===== config.mk =====
export PLATFORM = sky130hd
export DESIGN_NAME = uart_tx_arbiter_flat
export DESIGN_NICKNAME = d
export VERILOG_FILES = /design/src/rtl/uart_tx_arbiter_if.sv /design/src/rtl/uart_tx_arbiter.sv /design/src/flat_wrapper.sv
export SDC_FILE = /design/constraint.sdc
export NUM_CORES = 1
export LEC_CHECK = 0
export ABC_AREA = 1
export BUFFER_PORTS_ARGS = -buffer_cell sky130_fd_sc_hd__buf_2
export CORE_MARGIN = 8
export CORE_UTILIZATION = 48
export DETAILED_ROUTE_END_ITERATION = 6
export PLACE_DENSITY = 0.78
export SYNTH_ARGS = -nofsm -noshare
export SYNTH_HDL_FRONTEND = slang
export SYNTH_SLANG_ARGS = --single-unit

===== constraint.sdc =====
create_clock -name clk -period 2.2 [get_ports clk]
set_input_delay 0.33 -clock clk [delete_from_list [all_inputs] [get_ports clk]]
set_output_delay 0.33 -clock clk [all_outputs]
set_load 0.05 [all_outputs]

===== src/rtl/uart_tx_arbiter_if.sv =====
// Requester/transmitter bundle shared by the UART TX arbiter. The slave modport is the arbiter;
// the master modport is the surrounding requesters plus the transmitter busy flag.
interface uart_tx_arbiter_if #(
    parameter int unsigned NREQ = 4
) ();
    logic [NREQ-1:0]   req;
    logic [8*NREQ-1:0] req_data;
    logic [NREQ-1:0]   grant;
    logic [NREQ-1:0]   ack;
    logic              err;
    logic              tx_start;
    logic [7:0]        tx_data;
    logic              tx_busy;

    modport master (
        output req, req_data, tx_busy,
        input  grant, ack, err, tx_start, tx_data
    );

    modport slave (
        input  req, req_data, tx_busy,
        output grant, ack, err, tx_start, tx_data
    );
endinterface


===== src/rtl/uart_tx_arbiter.sv =====
// Round-robin arbiter sharing one UART transmitter among NREQ requesters.
// Optional watchdog on the busy handshake is enabled by defining UART_ARB_TIMEOUT_EN.
module uart_tx_arbiter #(
    parameter int unsigned NREQ        = 4,
    parameter logic [15:0] TIMEOUT_CYC = 16'd60000
) (
    input logic             clk,
    input logic             rst,
    uart_tx_arbiter_if.slave bus
);
    localparam int unsigned IdxW = (NREQ > 1) ? $clog2(NREQ) : 1;

    typedef enum logic [2:0] {StIdle, StStart, StWaitBusy, StWaitDone, StAck} state_e;

    state_e          state_q;
    logic [IdxW-1:0] ptr_q;
    logic [IdxW-1:0] winner_q;
    logic [NREQ-1:0] grant_q;
    logic [NREQ-1:0] ack_q;
    logic            tx_start_q;
    logic [7:0]      tx_data_q;

    logic [IdxW-1:0] win_idx;
    logic            win_found;
    logic [IdxW:0]   cand;
    logic [NREQ-1:0] win_onehot;
    logic [7:0]      win_byte;

`ifdef UART_ARB_TIMEOUT_EN
    logic [15:0] cnt_q;
    logic        err_q;
`endif

    // Search ptr, ptr+1, ... wrapping modulo NREQ; first asserted request wins.
    always_comb begin
        win_idx   = '0;
        win_found = 1'b0;
        cand      = '0;
        for (int unsigned i = 0; i < NREQ; i++) begin
            cand = {1'b0, ptr_q} + (IdxW + 1)'(i);
            if (cand >= (IdxW + 1)'(NREQ)) begin
                cand = cand - (IdxW + 1)'(NREQ);
            end
            if (!win_found && bus.req[cand[IdxW-1:0]]) begin
                win_found = 1'b1;
                win_idx   = cand[IdxW-1:0];
            end
        end
        win_onehot = {{(NREQ - 1){1'b0}}, 1'b1} << win_idx;
        win_byte   = bus.req_data[{win_idx, 3'b000} +: 8];
    end

    always_ff @(posedge clk) begin
        if (!rst) begin
            state_q    <= StIdle;
            ptr_q      <= '0;
            winner_q   <= '0;
            grant_q    <= '0;
            ack_q      <= '0;
            tx_start_q <= 1'b0;
            tx_data_q  <= 8'h00;
`ifdef UART_ARB_TIMEOUT_EN
            cnt_q      <= '0;
            err_q      <= 1'b0;
`endif
        end else begin
            case (state_q)
                StIdle: begin
                    if (win_found) begin
                        grant_q    <= win_onehot;
                        winner_q   <= win_idx;
                        tx_data_q  <= win_byte;
                        tx_start_q <= 1'b1;
                        state_q    <= StStart;
                    end
                end
                StStart: begin
                    tx_start_q <= 1'b0;
                    state_q    <= StWaitBusy;
`ifdef UART_ARB_TIMEOUT_EN
                    cnt_q      <= '0;
`endif
                end
                StWaitBusy: begin
`ifdef UART_ARB_TIMEOUT_EN
                    if (bus.tx_busy) begin
                        cnt_q   <= '0;
                        state_q <= StWaitDone;
                    end else if (cnt_q == TIMEOUT_CYC - 16'd1) begin
                        ack_q   <= grant_q;
                        err_q   <= 1'b1;
                        state_q <= StAck;
                    end else begin
                        cnt_q <= cnt_q + 16'd1;
                    end
`else
                    if (bus.tx_busy) begin
                        state_q <= StWaitDone;
                    end
`endif
                end
                StWaitDone: begin
                    if (!bus.tx_busy) begin
                        ack_q   <= grant_q;
                        state_q <= StAck;
`ifdef UART_ARB_TIMEOUT_EN
                    end else if (cnt_q == TIMEOUT_CYC - 16'd1) begin
                        ack_q   <= grant_q;
                        err_q   <= 1'b1;
                        state_q <= StAck;
                    end else begin
                        cnt_q <= cnt_q + 16'd1;
`endif
                    end
                end
                StAck: begin
                    ack_q   <= '0;
                    grant_q <= '0;
                    ptr_q   <= (winner_q == IdxW'(NREQ - 1)) ? '0 : winner_q + 1'b1;
                    state_q <= StIdle;
`ifdef UART_ARB_TIMEOUT_EN
                    err_q   <= 1'b0;
`endif
                end
                default: state_q <= StIdle;
            endcase
        end
    end

    assign bus.grant    = grant_q;
    assign bus.ack      = ack_q;
    assign bus.tx_start = tx_start_q;
    assign bus.tx_data  = tx_data_q;

`ifdef UART_ARB_TIMEOUT_EN
    assign bus.err = err_q;
`else
    logic unused_timeout;
    assign unused_timeout = ^TIMEOUT_CYC;
    assign bus.err        = 1'b0;
`endif
endmodule


===== src/flat_wrapper.sv =====
// flat-port wrapper written by rule: the top's interface ports become plain ports
module uart_tx_arbiter_flat 
#(
    parameter int unsigned NREQ        = 4,
    parameter logic [15:0] TIMEOUT_CYC = 16'd60000
)
  (clk, rst, bus_req, bus_req_data, bus_tx_busy, bus_grant, bus_ack, bus_err, bus_tx_start, bus_tx_data);
  uart_tx_arbiter_if #(.NREQ(NREQ)) bus_i ();
  input logic clk;
  input logic rst;
  input wire logic [$bits(bus_i.req)-1:0] bus_req;
  input wire logic [$bits(bus_i.req_data)-1:0] bus_req_data;
  input wire logic [$bits(bus_i.tx_busy)-1:0] bus_tx_busy;
  output wire logic [$bits(bus_i.grant)-1:0] bus_grant;
  output wire logic [$bits(bus_i.ack)-1:0] bus_ack;
  output wire logic [$bits(bus_i.err)-1:0] bus_err;
  output wire logic [$bits(bus_i.tx_start)-1:0] bus_tx_start;
  output wire logic [$bits(bus_i.tx_data)-1:0] bus_tx_data;
  assign bus_i.req = bus_req;
  assign bus_i.req_data = bus_req_data;
  assign bus_i.tx_busy = bus_tx_busy;
  assign bus_grant = bus_i.grant;
  assign bus_ack = bus_i.ack;
  assign bus_err = bus_i.err;
  assign bus_tx_start = bus_i.tx_start;
  assign bus_tx_data = bus_i.tx_data;
  uart_tx_arbiter #(.NREQ(NREQ), .TIMEOUT_CYC(TIMEOUT_CYC)) u_core (.clk(clk), .rst(rst), .bus(bus_i));
endmodule

==> results by group <==
Power and ir drop
  • Register share of total power: 0.360
  • Logic pwr share: 0.430
  • Switching share of power: 0.426
  • P_leak: ~1.0 nW
  • Pwr/cell area: 814 nW/µm²
  • Worst VDD drop: 0.614 mV
  • Clk pwr share: 0.210
  • Internal power: 0.000879 W
  • Sw Pwr: 0.000653 W

Setup path
  • Startpoint class of the critical path: flip-flop
  • WP data required: ~2.5 ns
  • CP Buf/Inv Count: 2
  • CP max FO: 21
  • Worst path slowest cell: dfxtp_1
  • CP top delay family: simple AND/OR/NAND/NOR gates
  • CP arrival: 2.21 ns
  • Crit path cell chain: buf_4 > nand2_1 > nand2_1 > nand2_1 > o21ai_1 > nand3_1 > nand2_2 > nand2_2 > nand2_1 > nand2_1 > nand2_1 > nand3_1 > nand2_1 > inv_1
  • Worst Setup End Kind: flip-flop
  • Max stage delay on crit path: 0.43 ns
  • Critical path class: reg -> reg
  • Crit-path most repeated cell: nand2_1

Die
  • Die area: 5320 µm²
  • Starting Density: 0.506
  • I/O pins: 57
  • Row cnt: 20
  • Die span in y: about 73 µm
  • Core Footprint: 3080 µm²
  • Die width: 73.0 µm

Clocking
  • CTS Buf Count: 3
  • Clk root buf: clkbuf_4
  • Clock buffer depth: 2
  • CTS clock-pin slew for the worst setup and hold paths: 0.14 ns
  • Worst-Skew Late Latency: 0.33 ns
  • Hold buffers post-CTS: 0
  • H-tree depth: 1
  • CTS tree: done
  • Clk sinks: 24

Global routing
  • M1 GR Usage: 0.179
  • Met2 Use GR: 0.265
  • Initial antenna violation count: 0
  • GR Util All Layers: 0.156
  • Grt total ovfl: 0
  • Vias in the first global route: 1574
  • Largest net degree at the start of global routing: 26
  • First-pass GRT wire length: about 6.8 mm
  • GR Util met3: 0.0536
  • Grt peak-use layer: met2

Routing
  • WL/cell: roughly 11 µm
  • DR vias/cell: 4.81
  • First-pass iteration count of the detailed router: 4
  • ANT nets after route: 0
  • Final WL: 4.02 mm
  • DRC: 0
  • Drt first-iter violations: 86
  • Vias: 1712

STA
  • Fin crit period: 1.97 ns
  • RSZ-0062 raised after global routing: false
  • Final period utilization: 0.894
  • Final Hold Viols: 0
  • Fmax: 508 MHz
  • Clock skew: between 0.008 and 0.009 ns
  • Max-slew violations: 0
  • TNS Setup: 0 ns
  • Worst setup margin: around 0.23 ns
  • Final setup fails: 0

Cells and area
  • Fin cells: 356
  • Final nets: 353
  • Post-route cell area: roughly 1900 µm²
  • FILL cells: 330
  • Fraction of layout instances using a drive strength above 1: 0.260
  • P&R area growth vs syn: 20.8%
  • # diodes: 0

Status
  • Status: finished, final reports clean

Synthesis
  • Synth Register Bits: 24
  • Seq/Total Area, Yosys: 0.308
  • Post-Syn Instances: 260
  • Post-Syn Area: 1560 µm²
  • Area contributors post-synth: dfxtp_1 (31%), nand2_1 (23%), nand3_1 (11%)
  • Area leader, netlist: dfxtp_1
  • Avg Inst Size Synth: 5.99 µm²
  • Synthesized Nets: 300
  • Yosys cell types: 25
  • Synth top area share: 0.308
  • Yosys warnings: 0

Placed design
  • Dpl cells: approximately 350
  • Setup WS pre-CTS: 0.264 ns
  • RD Place Congestion: 0.792
  • Dpl cell area: approximately 1800 µm²
  • # port buffers: 55
  • DPL Wire Length: 3.12 mm

Worst hold path
  • Hold Crit Class: in -> reg

Flow run
  • Max-cap viol count: 0
-- worst paths after layout --
check                            startpoint                                 end  slack (ns)  cells after the start
min reg2reg  u_core.bus.ack[3]$_SDFFE_PN0P_      u_core.bus.ack[3]$_SDFFE_PN0P_        0.47                      2
max reg2reg    u_core.ptr_q[0]$_SDFFE_PN0P_  u_core.bus.tx_data[7]$_SDFFE_PN0P_        0.23                     14
min                             bus_tx_busy      u_core.state_q[2]$_SDFFE_PN0P_        0.21                      2
max            u_core.ptr_q[0]$_SDFFE_PN0P_  u_core.bus.tx_data[7]$_SDFFE_PN0P_        0.23                     14
-- power by group through the flow --
stage	Clock, W	Combinational, W	Sequential, W
floorplan	0	0.000362	0.000731
global placement	0	0.000657	0.000559
CTS	0.000326	0.000664	0.000551
finish	0.000322	0.000660	0.000551
global route	0.000343	0.000733	0.000560
detailed placement	0	0.000658	0.000560
-- kinds of logic after synthesis --
family / Yosys count / share of synthesized area
simple gates: 175 / 0.486
buf+inv: 34 / 0.113
compound gates: 25 / 0.0819
flops: 24 / 0.308
fa+ha+maj: 1 / 0.00803
other cells: 1 / 0.00241
-- cells in the mapped netlist --
| cell type | n |
|---|---|
| nand2_1 | 94 |
| nand3_1 | 34 |
| nor2_1 | 28 |
| dfxtp_1 | 24 |
| inv_1 | 19 |
| a21oi_1 | 15 |
| nand2_2 | 7 |
| o21ai_1 | 5 |
| buf_4 | 4 |
| buf_6 | 4 |
| inv_2 | 4 |
| nor3_1 | 4 |
| o21ai_0 | 4 |
| nor2_2 | 3 |
| a21boi_0 | 1 |
| buf_2 | 1 |
| clkbuf_1 | 1 |
| conb_1 | 1 |
| ha_1 | 1 |
| inv_4 | 1 |
| nand2_4 | 1 |
| nand3_2 | 1 |
| nand3b_1 | 1 |
| nand4_1 | 1 |
| nor2_4 | 1 |
-- state kept, by name, indices dropped and copies added, names as in the netlist --
| name | count |
|---|---|
| u_core.winner_q | 2 |
| u_core.state_q | 3 |
| u_core.bus.grant | 4 |
| u_core.ptr_q | 2 |
| u_core.bus.ack | 4 |
| u_core.bus.tx_start | 1 |
| u_core.bus.tx_data | 8 |
-- area by class of cell --
class / count / area, µm² / area share
Timing Repair Buffer: 58 / 298 / 0.158
Tap cell: 44 / 55.1 / 0.0293
Sequential cell: 24 / 480 / 0.255
Inverter: 24 / 92.6 / 0.0492
Clock inverter: 1 / 30.0 / 0.0160
Multi-Input combinational cell: 202 / 903 / 0.480
Clock buffer: 3 / 22.5 / 0.0120
-- stage by stage --
| stage | hold slack (ns) | power [W] | utilization |
|---|---|---|---|
| after floorplan | 0.409 | 0.00109 | - |
| after global placement | 0.449 | 0.00122 | 0.593 |
| after detailed placement | 0.450 | 0.00122 | 0.593 |
| after CTS | 0.203 | 0.00154 | 0.611 |
| after global routing | 0.204 | 0.00164 | 0.611 |
| final | 0.210 | 0.00153 | 0.611 |
-- cells in the final DEF, fill, tap and decap left out, drive strengths merged --
| cell type | n |
|---|---|
| bufinv | 1 |
| a21oi | 15 |
| dfxtp | 24 |
| nand3b | 1 |
| conb | 1 |
| ha | 1 |
| nor2 | 32 |
| nand2 | 102 |
| nor3 | 4 |
| o21ai | 9 |
| inv | 24 |
| clkbuf | 3 |
| buf | 58 |
| nand4 | 1 |
| nand3 | 35 |
| a21boi | 1 |
-- metal layers --
layer  wire, µm  vias to the layer above
met3        261                        5
met1       1790                      743
met5          0                        -
li1           -                      923
met4         42                        0
met2       1920                       41
-- what timing repair did --
action / in CTS / in global routing
gates resized for setup: 0 / 1
setup buffers: 0 / 0
endpoints found under the setup margin: 0 / 2
(Power assumes the default switching activity.)
